[config.mk]
export PLATFORM = sky130hd
export DESIGN_NAME = data_sel_router
export DESIGN_NICKNAME = d
export VERILOG_FILES = /design/src/rtl/data_sel_router.sv
export SDC_FILE = /design/constraint.sdc
export NUM_CORES = 1
export LEC_CHECK = 0
export ABC_AREA = 1
export BUFFER_PORTS_ARGS = -buffer_cell sky130_fd_sc_hd__buf_2
export CAP_MARGIN = 10
export CORE_UTILIZATION = 40
export DETAILED_ROUTE_END_ITERATION = 16
export PLACE_DENSITY = 0.77
export SLEW_MARGIN = 10
export SYNTH_ARGS = -nofsm -noshare
export SYNTH_HDL_FRONTEND = slang
export SYNTH_SLANG_ARGS = --single-unit
[constraint.sdc]
create_clock -name clk -period 1.3 [get_ports clk]
set_clock_uncertainty 0.1 [all_clocks]
set_input_delay 0.26 -clock clk [delete_from_list [all_inputs] [get_ports clk]]
set_output_delay 0.26 -clock clk [all_outputs]
set_load 0.01 [all_outputs]
[src/rtl/data_sel_router.sv]
// Registered router between one master and NO_OF_SLAVES slaves. It forwards one
// one-hot request, waits for the slave's ready or a timeout, and then pulses m_ready/m_err.
module data_sel_router #(
  parameter int NO_OF_SLAVES = 2,
  parameter int DATA_W       = 8,
  parameter int TIMEOUT      = 16,
  parameter int CNT_W        = 8
) (
  input  logic                    clk,
  input  logic                    rst,
  input  logic [DATA_W-1:0]       m_data,
  input  logic [NO_OF_SLAVES-1:0] m_sel,
  input  logic                    m_valid,
  output logic                    m_ready,
  output logic                    m_err,
  output logic [DATA_W-1:0]       s_data,
  output logic [NO_OF_SLAVES-1:0] s_sel,
  output logic [NO_OF_SLAVES-1:0] s_valid,
  input  logic [NO_OF_SLAVES-1:0] s_ready,
  output logic [CNT_W-1:0]        err_cnt
);

  localparam int WCNT_W = $clog2(TIMEOUT + 1);
  localparam logic [WCNT_W-1:0] TO_VAL = WCNT_W'(TIMEOUT);

  typedef enum logic [1:0] {IDLE, ACCESS, RESP, DRAIN} state_t;

  state_t                  state_q, state_d;
  logic [DATA_W-1:0]       data_q, data_d;
  logic [NO_OF_SLAVES-1:0] sel_q, sel_d;
  logic                    err_q, err_d;
  logic [WCNT_W-1:0]       wcnt_q, wcnt_d;
  logic [CNT_W-1:0]        err_cnt_q, err_cnt_d;
  logic                    m_ready_q, m_ready_d;
  logic                    m_err_q, m_err_d;
  logic [NO_OF_SLAVES-1:0] s_valid_q, s_valid_d;

  logic                    req_onehot;
  logic                    sel_hit;
  logic [WCNT_W-1:0]       wcnt_inc;

  assign req_onehot = (m_sel != '0) && ((m_sel & (m_sel - 1'b1)) == '0);
  // Only the addressed slave's ready counts, so a stray ready elsewhere cannot complete the transfer.
  assign sel_hit    = |(s_ready & sel_q);
  assign wcnt_inc   = wcnt_q + 1'b1;

  always_ff @(posedge clk) begin
    if (rst) begin
      state_q   <= IDLE;
      data_q    <= '0;
      sel_q     <= '0;
      err_q     <= 1'b0;
      wcnt_q    <= '0;
      err_cnt_q <= '0;
      m_ready_q <= 1'b0;
      m_err_q   <= 1'b0;
      s_valid_q <= '0;
    end else begin
      state_q   <= state_d;
      data_q    <= data_d;
      sel_q     <= sel_d;
      err_q     <= err_d;
      wcnt_q    <= wcnt_d;
      err_cnt_q <= err_cnt_d;
      m_ready_q <= m_ready_d;
      m_err_q   <= m_err_d;
      s_valid_q <= s_valid_d;
    end
  end

  always_comb begin
    state_d = state_q;
    data_d  = data_q;
    sel_d   = sel_q;
    err_d   = err_q;
    wcnt_d  = wcnt_q;
    case (state_q)
      IDLE: begin
        wcnt_d = '0;
        if (m_valid) begin
          data_d  = m_data;
          sel_d   = m_sel;
          err_d   = ~req_onehot;
          state_d = req_onehot ? ACCESS : RESP;
        end
      end
      ACCESS: begin
        wcnt_d = wcnt_inc;
        if (sel_hit) begin
          err_d   = 1'b0;
          state_d = RESP;
        end else if (wcnt_inc == TO_VAL) begin
          err_d   = 1'b1;
          state_d = RESP;
        end
      end
      RESP:    state_d = DRAIN;
      DRAIN:   if (!m_valid) state_d = IDLE;
      default: state_d = IDLE;
    endcase
  end

  // Slave-side outputs follow the next state, so s_valid is high exactly while the FSM is in ACCESS.
  // Master response is one flop behind RESP, which gives the two-cycle minimum latency.
  always_comb begin
    s_valid_d = (state_d == ACCESS) ? sel_d : '0;
    m_ready_d = (state_q == RESP);
    m_err_d   = (state_q == RESP) && err_q;
    err_cnt_d = err_cnt_q;
    if (state_q == RESP && err_q && !(&err_cnt_q))
      err_cnt_d = err_cnt_q + 1'b1;
  end

  assign m_ready = m_ready_q;
  assign m_err   = m_err_q;
  assign s_data  = data_q;
  assign s_sel   = s_valid_q;
  assign s_valid = s_valid_q;
  assign err_cnt = err_cnt_q;

endmodule

==> key figures, run 1 <==
Route
  • Via/cell ratio: about 4.8
  • Routed WL per cell: around 13 um
  • Post-DRT Antenna Nets: 0
  • Post-Route WL: roughly 3.8 mm
  • Drt pass-1 iters: 4
  • Total DRC errors in the routed layout: 0
  • DR iter-0 viols: 40
  • Via count: around 1400

Status
  • Outcome: finished, violations left
  • Failing checks: setup timing

Global routing
  • Initial antenna violation count: 0
  • Largest net degree at the start of global routing: 15
  • Global-route wire length before repair: ~5.5 mm
  • Total grt overflow: 0
  • Vias in the first global route: 1287
  • GRT Total Usage: 21.43%

Cells and area
  • Final #Nets: roughly 270
  • Fill cell count: around 240
  • Inserted Diodes: 0
  • Commonest non-fill, non-tap cell in the layout: buf_4
  • Syn-to-layout area delta: 63.09%
  • Most frequent cells in the layout: buf_4, buf_2, nor2_1
  • Non-Filler Instances: about 300
  • Layout cells sized above 1: 53.57%

Synth
  • Unique masters post-synth: 32
  • Average cell area after synthesis: about 7.7 um2
  • Post-synthesis sequential area ratio: between 40% and 50%
  • Seq cells post-synth: 30
  • Mapped Area: 1353 um2
  • Yosys warnings: 0
  • Post-Synthesis Net Count: between 150 and 200
  • Cells after Synth: 175

Timing
  • Worst slew pin tran: between 0.3 and 0.4 ns
  • Slew margin rel.: 79.56%
  • Max Transition Viols Final: 0
  • Max Clk Rate: between 700 and 800 MHz
  • # setup viols final: 15
  • RSZ-0062 raised after global routing: yes
  • Hold Violations, Final: 0
  • Hold slack: slightly below 0.07 ns
  • Min cycle time layout: between 1 and 1.5 ns
  • Min setup slack post-route: -0.1100 ns
  • Tcrit/Tclk final: 108.5%

Die
  • Cell row count: 20
  • Die extent in x: 60.15 um
  • IO Pins: 37
  • Starting Density: approximately 43%
  • Core ar.: between 3000 and 4000 um2
  • Die span in y: approximately 60 um
  • Die footprint: 3618 um2

Worst setup path
  • Worst r2r dst: err_q$_SDFFE_PP0P_
  • R2R setup slack: -0.11 ns
  • Kind of end point of the critical path: flop
  • Crit path max-delay family: simple AND/OR/NAND/NOR gates
  • Slowest CP cell: dfxtp_4
  • R2R cell count: 8
  • Required @ worst endpoint: around 1.5 ns
  • Reg-to-Reg Start: wcnt_q[0]$_SDFFE_PP0P_
  • WS Path Type: reg -> reg
  • Arr. time, crit path: roughly 1.6 ns
  • Critical Path Max Stage Delay: 0.37 ns
  • CP Launch Type: flop
  • Crit path max fanout: 4
  • Critical Path, Cell by Cell: ha_4 -> nand4_1 -> nand2_4 -> nand3_4 -> nand2_2 -> buf_4 -> nand2_1 -> a31oi_1
  • Buffers & Inverters on Critical Path: 1

Run
  • Max cap viols: 0

CTS
  • Cts hold-fix bufs: 0
  • CTS tree: built
  • Clock tree root driver cell: clkbuf_4
  • CTS Buf Count: 5
  • Sink Count: 30
  • Worst-path clk slew: between 0.1 and 0.15 ns
  • # H-tree levels: 2
  • Clk_lat worst skew: approximately 0.33 ns
  • CTS max path bufs: 2

Pwr
  • Clk network pwr share: ~36%
  • Logic gate share of total power: approximately 25%
  • Internal power: 1985 uW
  • Switching share of total power: roughly 28%
  • Power per cell area: between 1000 and 1500 nW/um2
  • Leakage: around 0.001 uW
  • Sequential power share: around 40%
  • Worst VDD drop: a little over 0.8 mV
  • Psw: just under 800 uW

Placement
  • Routability cong.: about 0.82
  • Placed Cells incl. Taps: ~280
  • PortBufs: 36
  • DP HPWL: approximately 2.2 mm

Worst hold path
  • WHS Endpoint: s_data[0]$_SDFFE_PP0P_
  • Hold path depth: 3
  • Hold Path Class: in -> reg
  • Worst Hold Launch: m_data[0]
## metrics by stage
stage	setup slack (ns)	util, %	setup TNS [ns]	cell area [um2]	power, uW
finish	-0.1100	70.52	-0.7967	2206	2771
global route	-0.2058	70.52	-2.120	2206	2912
CTS	-0.02373	66.04	-0.06535	2066	2711
detailed placement	-0.08636	56.68	-0.7379	1773	1690
global placement	-0.03703	56.68	-0.2775	1773	1679
floorplan	-0.01153	-	-0.01153	1385	1468
## metal layers
| metal | GRT usage (%) | vias up | part of all wire (%) |
|---|---|---|---|
| met4 | 10.96 | 0 | 3.7 |
| met5 | 0 | - | 0 |
| met1 | 25.20 | 644 | 40 |
| li1 | - | 713 | - |
| met2 | 35.32 | 55 | 49 |
| met3 | 5.844 | 15 | 6.7 |
## synth_stat cells
library cell,count,area share [%]
a211oi_1,1,0.56
a21boi_2,1,0.83
a21oi_1,7,2.6
a21oi_2,5,3.2
a31oi_1,1,0.46
buf_1,1,0.28
buf_4,2,1.1
buf_6,2,1.7
clkbuf_1,1,0.28
clkbuf_2,1,0.37
clkinv_1,1,0.28
dfxtp_1,30,44
ha_1,2,1.8
inv_1,14,3.9
inv_4,1,0.46
mux2i_1,1,0.74
nand2_1,34,9.4
nand2_2,1,0.46
nand2_4,1,0.83
nand3_1,4,1.5
nand3_2,1,0.74
nand4_1,3,1.4
nand4_2,1,0.92
nor2_1,30,8.3
nor2_2,1,0.46
nor2_4,2,1.7
nor3_1,4,1.5
o21ai_0,13,4.8
o21ai_1,3,1.1
o21ai_2,1,0.65
xnor2_1,3,1.9
xor2_1,2,1.3
## worst max path at each step
stage                              endpoint               startpoint  slack [ns]  cells after the start
finish                   err_q$_SDFFE_PP0P_   wcnt_q[0]$_SDFFE_PP0P_       -0.11                      8
global route            s_sel[1]$_SDFF_PP0_   wcnt_q[0]$_SDFFE_PP0P_       -0.21                      9
CTS                     s_sel[0]$_SDFF_PP0_   wcnt_q[1]$_SDFFE_PP0P_       -0.02                      9
detailed placement      s_sel[1]$_SDFF_PP0_               s_ready[1]       -0.09                      8
global placement    err_cnt[7]$_SDFFE_PP0P_  err_cnt[1]$_SDFFE_PP0P_       -0.04                      6
floorplan           err_cnt[6]$_SDFFE_PP0P_  err_cnt[1]$_SDFFE_PP0P_       -0.01                      7
## power by group through the flow
stage	Clock [uW]	Sequential, uW	Combinational (uW)
5_1_grt	1030	1110	773
4_1_cts	993	1080	633
6_report	988	1090	688
3_5_place_dp	0	1100	593
3_3_place_gp	0	1090	586
2_1_floorplan	0	1120	351
## worst register-to-register path, cell delays in order, from the launching register on
cell,delay [ns]
dfxtp_4,0.37
ha_4,0.15
nand4_1,0.17
nand2_4,0.12
nand3_4,0.09
nand2_2,0.09
buf_4,0.11
nand2_1,0.04
a31oi_1,0.12
## registers in the layout, indices dropped and copies added, names as in the netlist
register  cells
s_data        8
err_cnt       8
err_q         1
s_sel         2
wcnt_q        5
sel_q         2
state_q       2
m_err         1
m_ready       1
## timing repair
item,CTS,global route
setup buffers,8,7
gates resized for setup,31,32
setup endpoints to repair,18,25
pin swaps,12,9
gates cloned,0,0
## layout make-up
| cell class | count | area [um2] | share of cell area, % |
|---|---|---|---|
| clock buffer | 6 | 51.30 | 2.326 |
| inverter | 16 | 65.06 | 2.950 |
| sequential | 30 | 626.9 | 28.42 |
| timing repair buffer | 76 | 580.6 | 26.32 |
| tap | 44 | 55.05 | 2.496 |
| clock inverter | 2 | 60.06 | 2.723 |
| multi-input combinational | 122 | 767.0 | 34.77 |
## cell families after synthesis
group           count (synthesis)  share of synthesized area, %
simple gates                   82                         27.20
compound gates                 32                         14.25
flops                          30                         44.40
buf+inv                        23                         8.324
xor+xnor                        5                         3.238
fa+ha+maj                       2                         1.850
mux                             1                        0.7401
No activity file was read; power rests on OpenSTA's default activity.
==> inputs of run 2 (changes only) <==
CELL_PAD_IN_SITES_DETAIL_PLACEMENT = 0   (was default)
CELL_PAD_IN_SITES_GLOBAL_PLACEMENT = 2   (was default)
CORE_UTILIZATION = 25   (was 40)
PLACE_DENSITY = 0.83   (was 0.77)
==> run 2 against run 1 <==
Effect of this change:
- the flow still finishes with violations (setup timing)
- die area is 58% higher
- sequential cell count stayed put
- routed wire length is 18% lower
- register-to-register slack better by 0.02 ns
- maximum frequency is 1.8% higher
- critical path depth is 1 higher
- final area is 8.8% lower
- total power is 10% lower
- setup slack better by 0.025 ns
- sequential share of layout area is 2.6 points higher
- via count is 9.8% lower
- global-route usage is 9.4 points lower
==> key figures, run 2 (synthesis results as in run 1) <==
Status
  • Outcome: finished, violations left (unchanged)
  • Failing checks: setup timing (unchanged)

Worst setup path
  • R2R setup slack: -0.08 ns (was -0.11 ns)
  • WS Path Type: reg -> reg (unchanged)
  • Required @ worst endpoint: 1.42 ns (was 1.47 ns)
  • Kind of end point of the critical path: flop (unchanged)
  • Critical Path, Cell by Cell: ha_4 -> nand3_2 -> nand2_1 -> nand2_2 -> nand3_2 -> nand2_2 -> a21boi_2 -> nand2_1 -> nor2_1 (was ha_4 -> nand4_1 -> nand2_4 -> nand3_4 -> nand2_2 -> buf_4 -> nand2_1 -> a31oi_1)
  • R2R cell count: 9 (was 8)
  • Critical Path Max Stage Delay: 0.37 ns (about the same)
  • Slowest CP cell: dfxtp_4 (unchanged)
  • Crit path max fanout: 4 (unchanged)
  • Reg-to-Reg Start: wcnt_q[1]$_SDFFE_PP0P_ (was wcnt_q[0]$_SDFFE_PP0P_)
  • Worst r2r dst: s_sel[0]$_SDFF_PP0_ (was err_q$_SDFFE_PP0P_)
  • Arr. time, crit path: 1.51 ns (was 1.58 ns)
  • CP Launch Type: flop (unchanged)

Die
  • Die footprint: 5709 um2 (was 3618 um2)
  • Die extent in x: 75.56 um (was 60.15 um)
  • Starting Density: 26.15% (was 43.24%)
  • Cell row count: 26 (was 20)
  • Core ar.: 5172 um2 (was 3128 um2)
  • Die span in y: 75.56 um (was 60.15 um)
  • IO Pins: 37 (unchanged)

Route
  • Via count: 1287 (was 1427)
  • Post-DRT Antenna Nets: 0 (unchanged)
  • Total DRC errors in the routed layout: 0 (unchanged)
  • Via/cell ratio: 4.192 (was 4.821)
  • Routed WL per cell: 10.24 um (was 12.94 um)
  • Drt pass-1 iters: 4 (unchanged)
  • Post-Route WL: 3.143 mm (was 3.829 mm)
  • DR iter-0 viols: 47 (was 40)

Pwr
  • Worst VDD drop: 0.4648 mV (was 0.8293 mV)
  • Leakage: 0.0009006 uW (was 0.001024 uW)
  • Power per cell area: 1240 nW/um2 (was 1256 nW/um2)

Global routing
  • Global-route wire length before repair: 5.043 mm (was 5.533 mm)
  • Total grt overflow: 0 (unchanged)
  • Vias in the first global route: 1140 (was 1287)
  • GRT Total Usage: 12.02% (was 21.43%)
  • Largest net degree at the start of global routing: 15 (unchanged)
  • Initial antenna violation count: 0 (unchanged)

CTS
  • CTS Buf Count: 5 (unchanged)
  • Clock tree root driver cell: clkbuf_8 (was clkbuf_4)
  • Sink Count: 30 (unchanged)
  • CTS max path bufs: 2 (unchanged)
  • CTS tree: built (unchanged)
  • Clk_lat worst skew: 0.28 ns (was 0.33 ns)
  • Worst-path clk slew: 0.07 ns (was 0.11 ns)
  • # H-tree levels: 2 (unchanged)

Timing
  • Worst slew pin tran: 0.3346 ns (was 0.3046 ns)
  • Min setup slack post-route: -0.08497 ns (was -0.1100 ns)
  • Max Clk Rate: 722.0 MHz (was 709.2 MHz)
  • TNS Setup: -0.3368 ns (was -0.7967 ns)
  • Hold slack: 0.1226 ns (was 0.06917 ns)
  • Min cycle time layout: 1.385 ns (was 1.410 ns)
  • RSZ-0062 raised after global routing: yes (unchanged)
  • Tcrit/Tclk final: 106.5% (was 108.5%)
  • Max Transition Viols Final: 0 (unchanged)
  • Hold Violations, Final: 0 (unchanged)
  • # setup viols final: 10 (was 15)
  • Slew margin rel.: 77.46% (was 79.56%)

Placement
  • Routability cong.: 0.7600 (was 0.8225)
  • Placed Cells incl. Taps: 298 (was 275)
  • PortBufs: 36 (unchanged)
  • DP HPWL: 2.317 mm (was 2.223 mm)

Worst hold path
  • Hold Path Class: in -> reg (unchanged)
  • Hold path depth: 3 (unchanged)
  • Worst Hold Launch: m_data[6] (was m_data[0])
  • WHS Endpoint: s_data[6]$_SDFFE_PP0P_ (was s_data[0]$_SDFFE_PP0P_)

Cells and area
  • Non-Filler Instances: 307 (was 296)
  • Commonest non-fill, non-tap cell in the layout: buf_2 (was buf_4)
  • Fill cell count: 569 (was 241)
  • Most frequent cells in the layout: buf_2, nor2_1, nand2_1 (was buf_4, buf_2, nor2_1)
  • Inserted Diodes: 0 (unchanged)
  • Layout cells sized above 1: 48.95% (was 53.57%)
  • Final #Nets: 253 (was 268)
  • Syn-to-layout area delta: 48.66% (was 63.09%)

Run
  • Max cap viols: 0 (unchanged)
run 2: cell types whose count changed in the layout (fill, tap and decap cells not counted), moves of 3 or more:
| cell | previous run | this run |
|---|---|---|
| buf_6 | 18 | 5 |
| buf_4 | 29 | 21 |
| buf_2 | 28 | 35 |
| clkbuf_4 | 5 | 0 |
| clkbuf_8 | 1 | 6 |
| o21ai_1 | 4 | 0 |
| dfxtp_1 | 17 | 20 |
| dfxtp_2 | 9 | 6 |
| o21ai_0 | 10 | 13 |
run 2: cell type report:
| class | instances | area, um2 | share of cell area (%) |
|---|---|---|---|
| Sequential cell | 30 | 623.1 | 30.99 |
| Multi-Input combinational cell | 122 | 753.2 | 37.46 |
| Inverter | 16 | 66.31 | 3.298 |
| Clock buffer | 7 | 86.33 | 4.294 |
| Clock inverter | 1 | 5.005 | 0.2489 |
| Timing Repair Buffer | 61 | 389.1 | 19.35 |
| Tap cell | 70 | 87.58 | 4.356 |
run 2: timing repair:
item                                    CTS  global route
pin swaps                                 3            27
setup buffers                             0             2
hold buffers                              0             0
endpoints found under the setup margin   14            14
gates resized for setup                  14            27
run 2: stage by stage:
stage / worst slack [ns] / power, uW / cell area (um2) / util [%]
floorplan: -0.01153 / 1468 / 1385 / -
global placement: -0.06387 / 1707 / 1783 / 34.47
detailed placement: -0.1221 / 1706 / 1783 / 34.47
CTS: -0.03045 / 2505 / 1917 / 37.06
global route: -0.1797 / 2675 / 2011 / 38.87
finish: -0.08497 / 2494 / 2011 / 38.87
run 2: worst max path at each step:
stage                                       start                       to  slack (ns)  cells past startpoint
after detailed placement   wcnt_q[1]$_SDFFE_PP0P_      s_sel[1]$_SDFF_PP0_       -0.12                      9
after global routing       wcnt_q[1]$_SDFFE_PP0P_      s_sel[0]$_SDFF_PP0_       -0.18                      9
final                      wcnt_q[1]$_SDFFE_PP0P_      s_sel[0]$_SDFF_PP0_       -0.08                      9
after global placement     wcnt_q[1]$_SDFFE_PP0P_      s_sel[0]$_SDFF_PP0_       -0.06                      9
after floorplan           err_cnt[1]$_SDFFE_PP0P_  err_cnt[6]$_SDFFE_PP0P_       -0.01                      7
after CTS                  wcnt_q[1]$_SDFFE_PP0P_      s_sel[1]$_SDFF_PP0_       -0.03                      9
run 2: worst max-delay path: cells and delay by family (launching register included):
kind            cells  cell delay [ns]
simple gates        7             0.55
flops               1             0.37
compound gates      1             0.14
fa+ha+maj           1             0.15
run 2: where the power goes:
group	leakage [uW]	switching, uW	internal, uW
logic	0.000601	359	289
registers	0.000251	59.9	1020
clock network	0.0000482	342	426
run 2: layer usage:
metal / vias up / GRT usage (%) / routed length, um
li1: 684 / - / -
met3: 7 / 3.704 / 118
met5: - / 0 / 0
met2: 26 / 18.95 / 1432
met4: 0 / 5.556 / 51
met1: 570 / 15.06 / 1540
==> inputs of run 3 (changes only) <==
HOLD_SLACK_MARGIN = 0.15   (was default)
clock period = 1.15 ns   (was 1.3 ns; I/O delays follow)
==> run 3 against run 2 <==
Effect of this change:
- the run still ends with setup timing left
- combinational power increased by 33%
- count of clock-buffer cells in the layout unchanged
- final cell count increased by 8.5%
- sequential power increased by 13%
- critical path type unchanged
==> key figures, run 3 (synthesis results as in run 1) <==
Status
  • Outcome: finished, violations left (unchanged)
  • Failing checks: setup timing (unchanged)

Die
  • Die span in y: 75.56 um (unchanged)
  • Cell row count: 26 (unchanged)
  • Die footprint: 5709 um2 (unchanged)
  • Core ar.: 5172 um2 (unchanged)
  • Die extent in x: 75.56 um (unchanged)
  • Starting Density: 26.15% (unchanged)
  • IO Pins: 37 (unchanged)

Cells and area
  • Syn-to-layout area delta: 75.86% (was 48.66%)
  • Fill cell count: 540 (was 569)
  • Register area: 636.9 um2 (was 623.1 um2)
  • Area of the multi-input gates: 810.8 um2 (was 753.2 um2)
  • Final #Nets: 279 (was 253)
  • Inserted Diodes: 0 (unchanged)
  • Non-Filler Instances: 333 (was 307)
  • Layout cells sized above 1: 55.51% (was 48.95%)
  • Most frequent cells in the layout: buf_4, nor2_1, buf_2 (was buf_2, nor2_1, nand2_1)
  • Commonest non-fill, non-tap cell in the layout: buf_4 (was buf_2)

Worst setup path
  • Slowest CP cell: dfxtp_4 (unchanged)
  • Buffers & Inverters on Critical Path: 1 (was 0)
  • Arr. time, crit path: 1.44 ns (was 1.51 ns)
  • Kind of end point of the critical path: flop (unchanged)
  • R2R setup slack: -0.22 ns (was -0.08 ns)
  • CP Launch Type: flop (unchanged)
  • Required @ worst endpoint: 1.22 ns (was 1.42 ns)
  • Crit path max-delay family: flip-flops (was simple AND/OR/NAND/NOR gates)
  • Crit path max fanout: 8 (was 4)
  • WS Path Type: reg -> reg (unchanged)
  • Critical Path Max Stage Delay: 0.38 ns (was 0.37 ns)
  • Critical Path, Cell by Cell: ha_4 -> nand4_4 -> o21ai_4 -> buf_8 -> o21ai_2 -> nand2_1 -> nor2_1 (was ha_4 -> nand3_2 -> nand2_1 -> nand2_2 -> nand3_2 -> nand2_2 -> a21boi_2 -> nand2_1 -> nor2_1)

Timing
  • Tcrit/Tclk final: 119.2% (was 106.5%)
  • Hold Violations, Final: 0 (unchanged)
  • Min setup slack post-route: -0.2206 ns (was -0.08497 ns)
  • Worst slew pin tran: 0.3411 ns (was 0.3346 ns)
  • # setup viols final: 21 (was 10)
  • RSZ-0062 raised after global routing: yes (unchanged)
  • Min cycle time layout: 1.371 ns (was 1.385 ns)
  • Max Clk Rate: 729.6 MHz (was 722.0 MHz)
  • Slew margin rel.: 77.02% (was 77.46%)
  • Max Transition Viols Final: 0 (unchanged)

Pwr
  • Tot Pwr: 2933 uW (was 2494 uW)
  • Switching share of total power: 30.45% (was 30.50%)
  • Worst VDD drop: 0.6916 mV (was 0.4648 mV)
  • Logic gate share of total power: 29.3% (was 26.0%)
  • Leakage: 0.001051 uW (was 0.0009006 uW)
  • Clk network pwr share: 29.2% (was 30.8%)
  • Psw: 893.1 uW (was 760.6 uW)
  • Power per cell area: 1233 nW/um2 (was 1240 nW/um2)
  • Sequential power share: 41.5% (was 43.2%)
  • Internal power: 2040 uW (was 1733 uW)

Route
  • Via/cell ratio: 4.177 (was 4.192)
  • Post-Route WL: 3.447 mm (was 3.143 mm)
  • Total DRC errors in the routed layout: 0 (unchanged)
  • Post-DRT Antenna Nets: 0 (unchanged)
  • Routed WL per cell: 10.35 um (was 10.24 um)
  • DR iter-0 viols: 31 (was 47)
  • Drt pass-1 iters: 3 (was 4)
  • Via count: 1391 (was 1287)

CTS
  • CTS max path bufs: 2 (unchanged)
  • CTS Buf Count: 5 (unchanged)
  • Sink Count: 30 (unchanged)
  • Clock tree root driver cell: clkbuf_8 (unchanged)
  • CTS tree: built (unchanged)
  • Clk_lat worst skew: 0.28 ns (about the same)
  • Worst-path clk slew: 0.07 ns (about the same)
  • # H-tree levels: 2 (unchanged)

Run
  • Max cap viols: 0 (unchanged)

Global routing
  • GRT Total Usage: 13.14% (was 12.02%)
  • Global-route wire length before repair: 5.630 mm (was 5.043 mm)
  • Initial antenna violation count: 0 (unchanged)
  • Total grt overflow: 0 (unchanged)
  • Largest net degree at the start of global routing: 15 (unchanged)
  • Vias in the first global route: 1293 (was 1140)

Placement
  • PortBufs: 36 (unchanged)
  • DP HPWL: 2.486 mm (was 2.317 mm)
  • Place WS: -0.2102 ns (was -0.1221 ns)
  • Placed Cells incl. Taps: 309 (was 298)
  • Routability cong.: 0.7780 (was 0.7600)

Worst hold path
  • Hold Path Class: in -> reg (unchanged)
run 3: path summary, 6_finish.rpt:
kind                      startpoint                       to  cells past startpoint
max          err_cnt[1]$_SDFFE_PP0P_  err_cnt[6]$_SDFFE_PP0P_                      7
min                         m_sel[0]      sel_q[0]$_SDFF_PP0_                      4
max reg2reg  err_cnt[1]$_SDFFE_PP0P_  err_cnt[6]$_SDFFE_PP0P_                      7
min reg2reg   s_data[4]$_SDFFE_PP0P_   s_data[4]$_SDFFE_PP0P_                      2
run 3: timing repair:
item / CTS / global route
gates resized for setup: 45 / 26
setup endpoints to repair: 34 / 34
pin swaps: 13 / 6
cloned: 0 / 0
hold buffers: 9 / 0
setup buffers: 7 / 2
endpoints found under the hold margin: 9 / 0
run 3: metrics by stage:
step | area [um2] | util [%] | setup TNS, ns | hold slack (ns)
2_1_floorplan | 1424 | - | -1.014 | 0.1917
3_3_place_gp | 1908 | 36.89 | -2.263 | 0.3632
3_5_place_dp | 1908 | 36.89 | -2.430 | 0.3721
4_1_cts | 2286 | 44.19 | -2.176 | 0.2176
5_1_grt | 2379 | 45.98 | -3.773 | 0.2381
6_report | 2379 | 45.98 | -2.356 | 0.2192
run 3: routing by layer:
metal | track usage, % | up-vias | routed length (um)
li1 | - | 733 | -
met5 | 0 | - | 0
met4 | 3.086 | 0 | 32
met3 | 3.704 | 5 | 139
met1 | 17.73 | 628 | 1675
met2 | 20.83 | 25 | 1600
run 3: cell type report:
| class | count | share of cell area, % |
|---|---|---|
| Clock inverter | 1 | 0.2104 |
| Sequential cell | 30 | 26.78 |
| Multi-Input combinational cell | 122 | 34.09 |
| Clock buffer | 7 | 3.630 |
| Timing Repair Buffer | 87 | 28.88 |
| Inverter | 16 | 2.735 |
| Tap cell | 70 | 3.682 |
run 3: power by group through the flow:
stage          sequential [uW]  clock (uW)  combinational, uW
3_3_place_gp              1240           0                740
4_1_cts                   1220         891                810
2_1_floorplan             1260           0                425
5_1_grt                   1230         931                953
3_5_place_dp              1240           0                737
6_report                  1220         856                858
run 3: tightest hold or removal path, cell delays in order:
cell and delay, ns:
buf_2 0.10, buf_4 0.10, o21ai_2 0.05, nor2_1 0.07
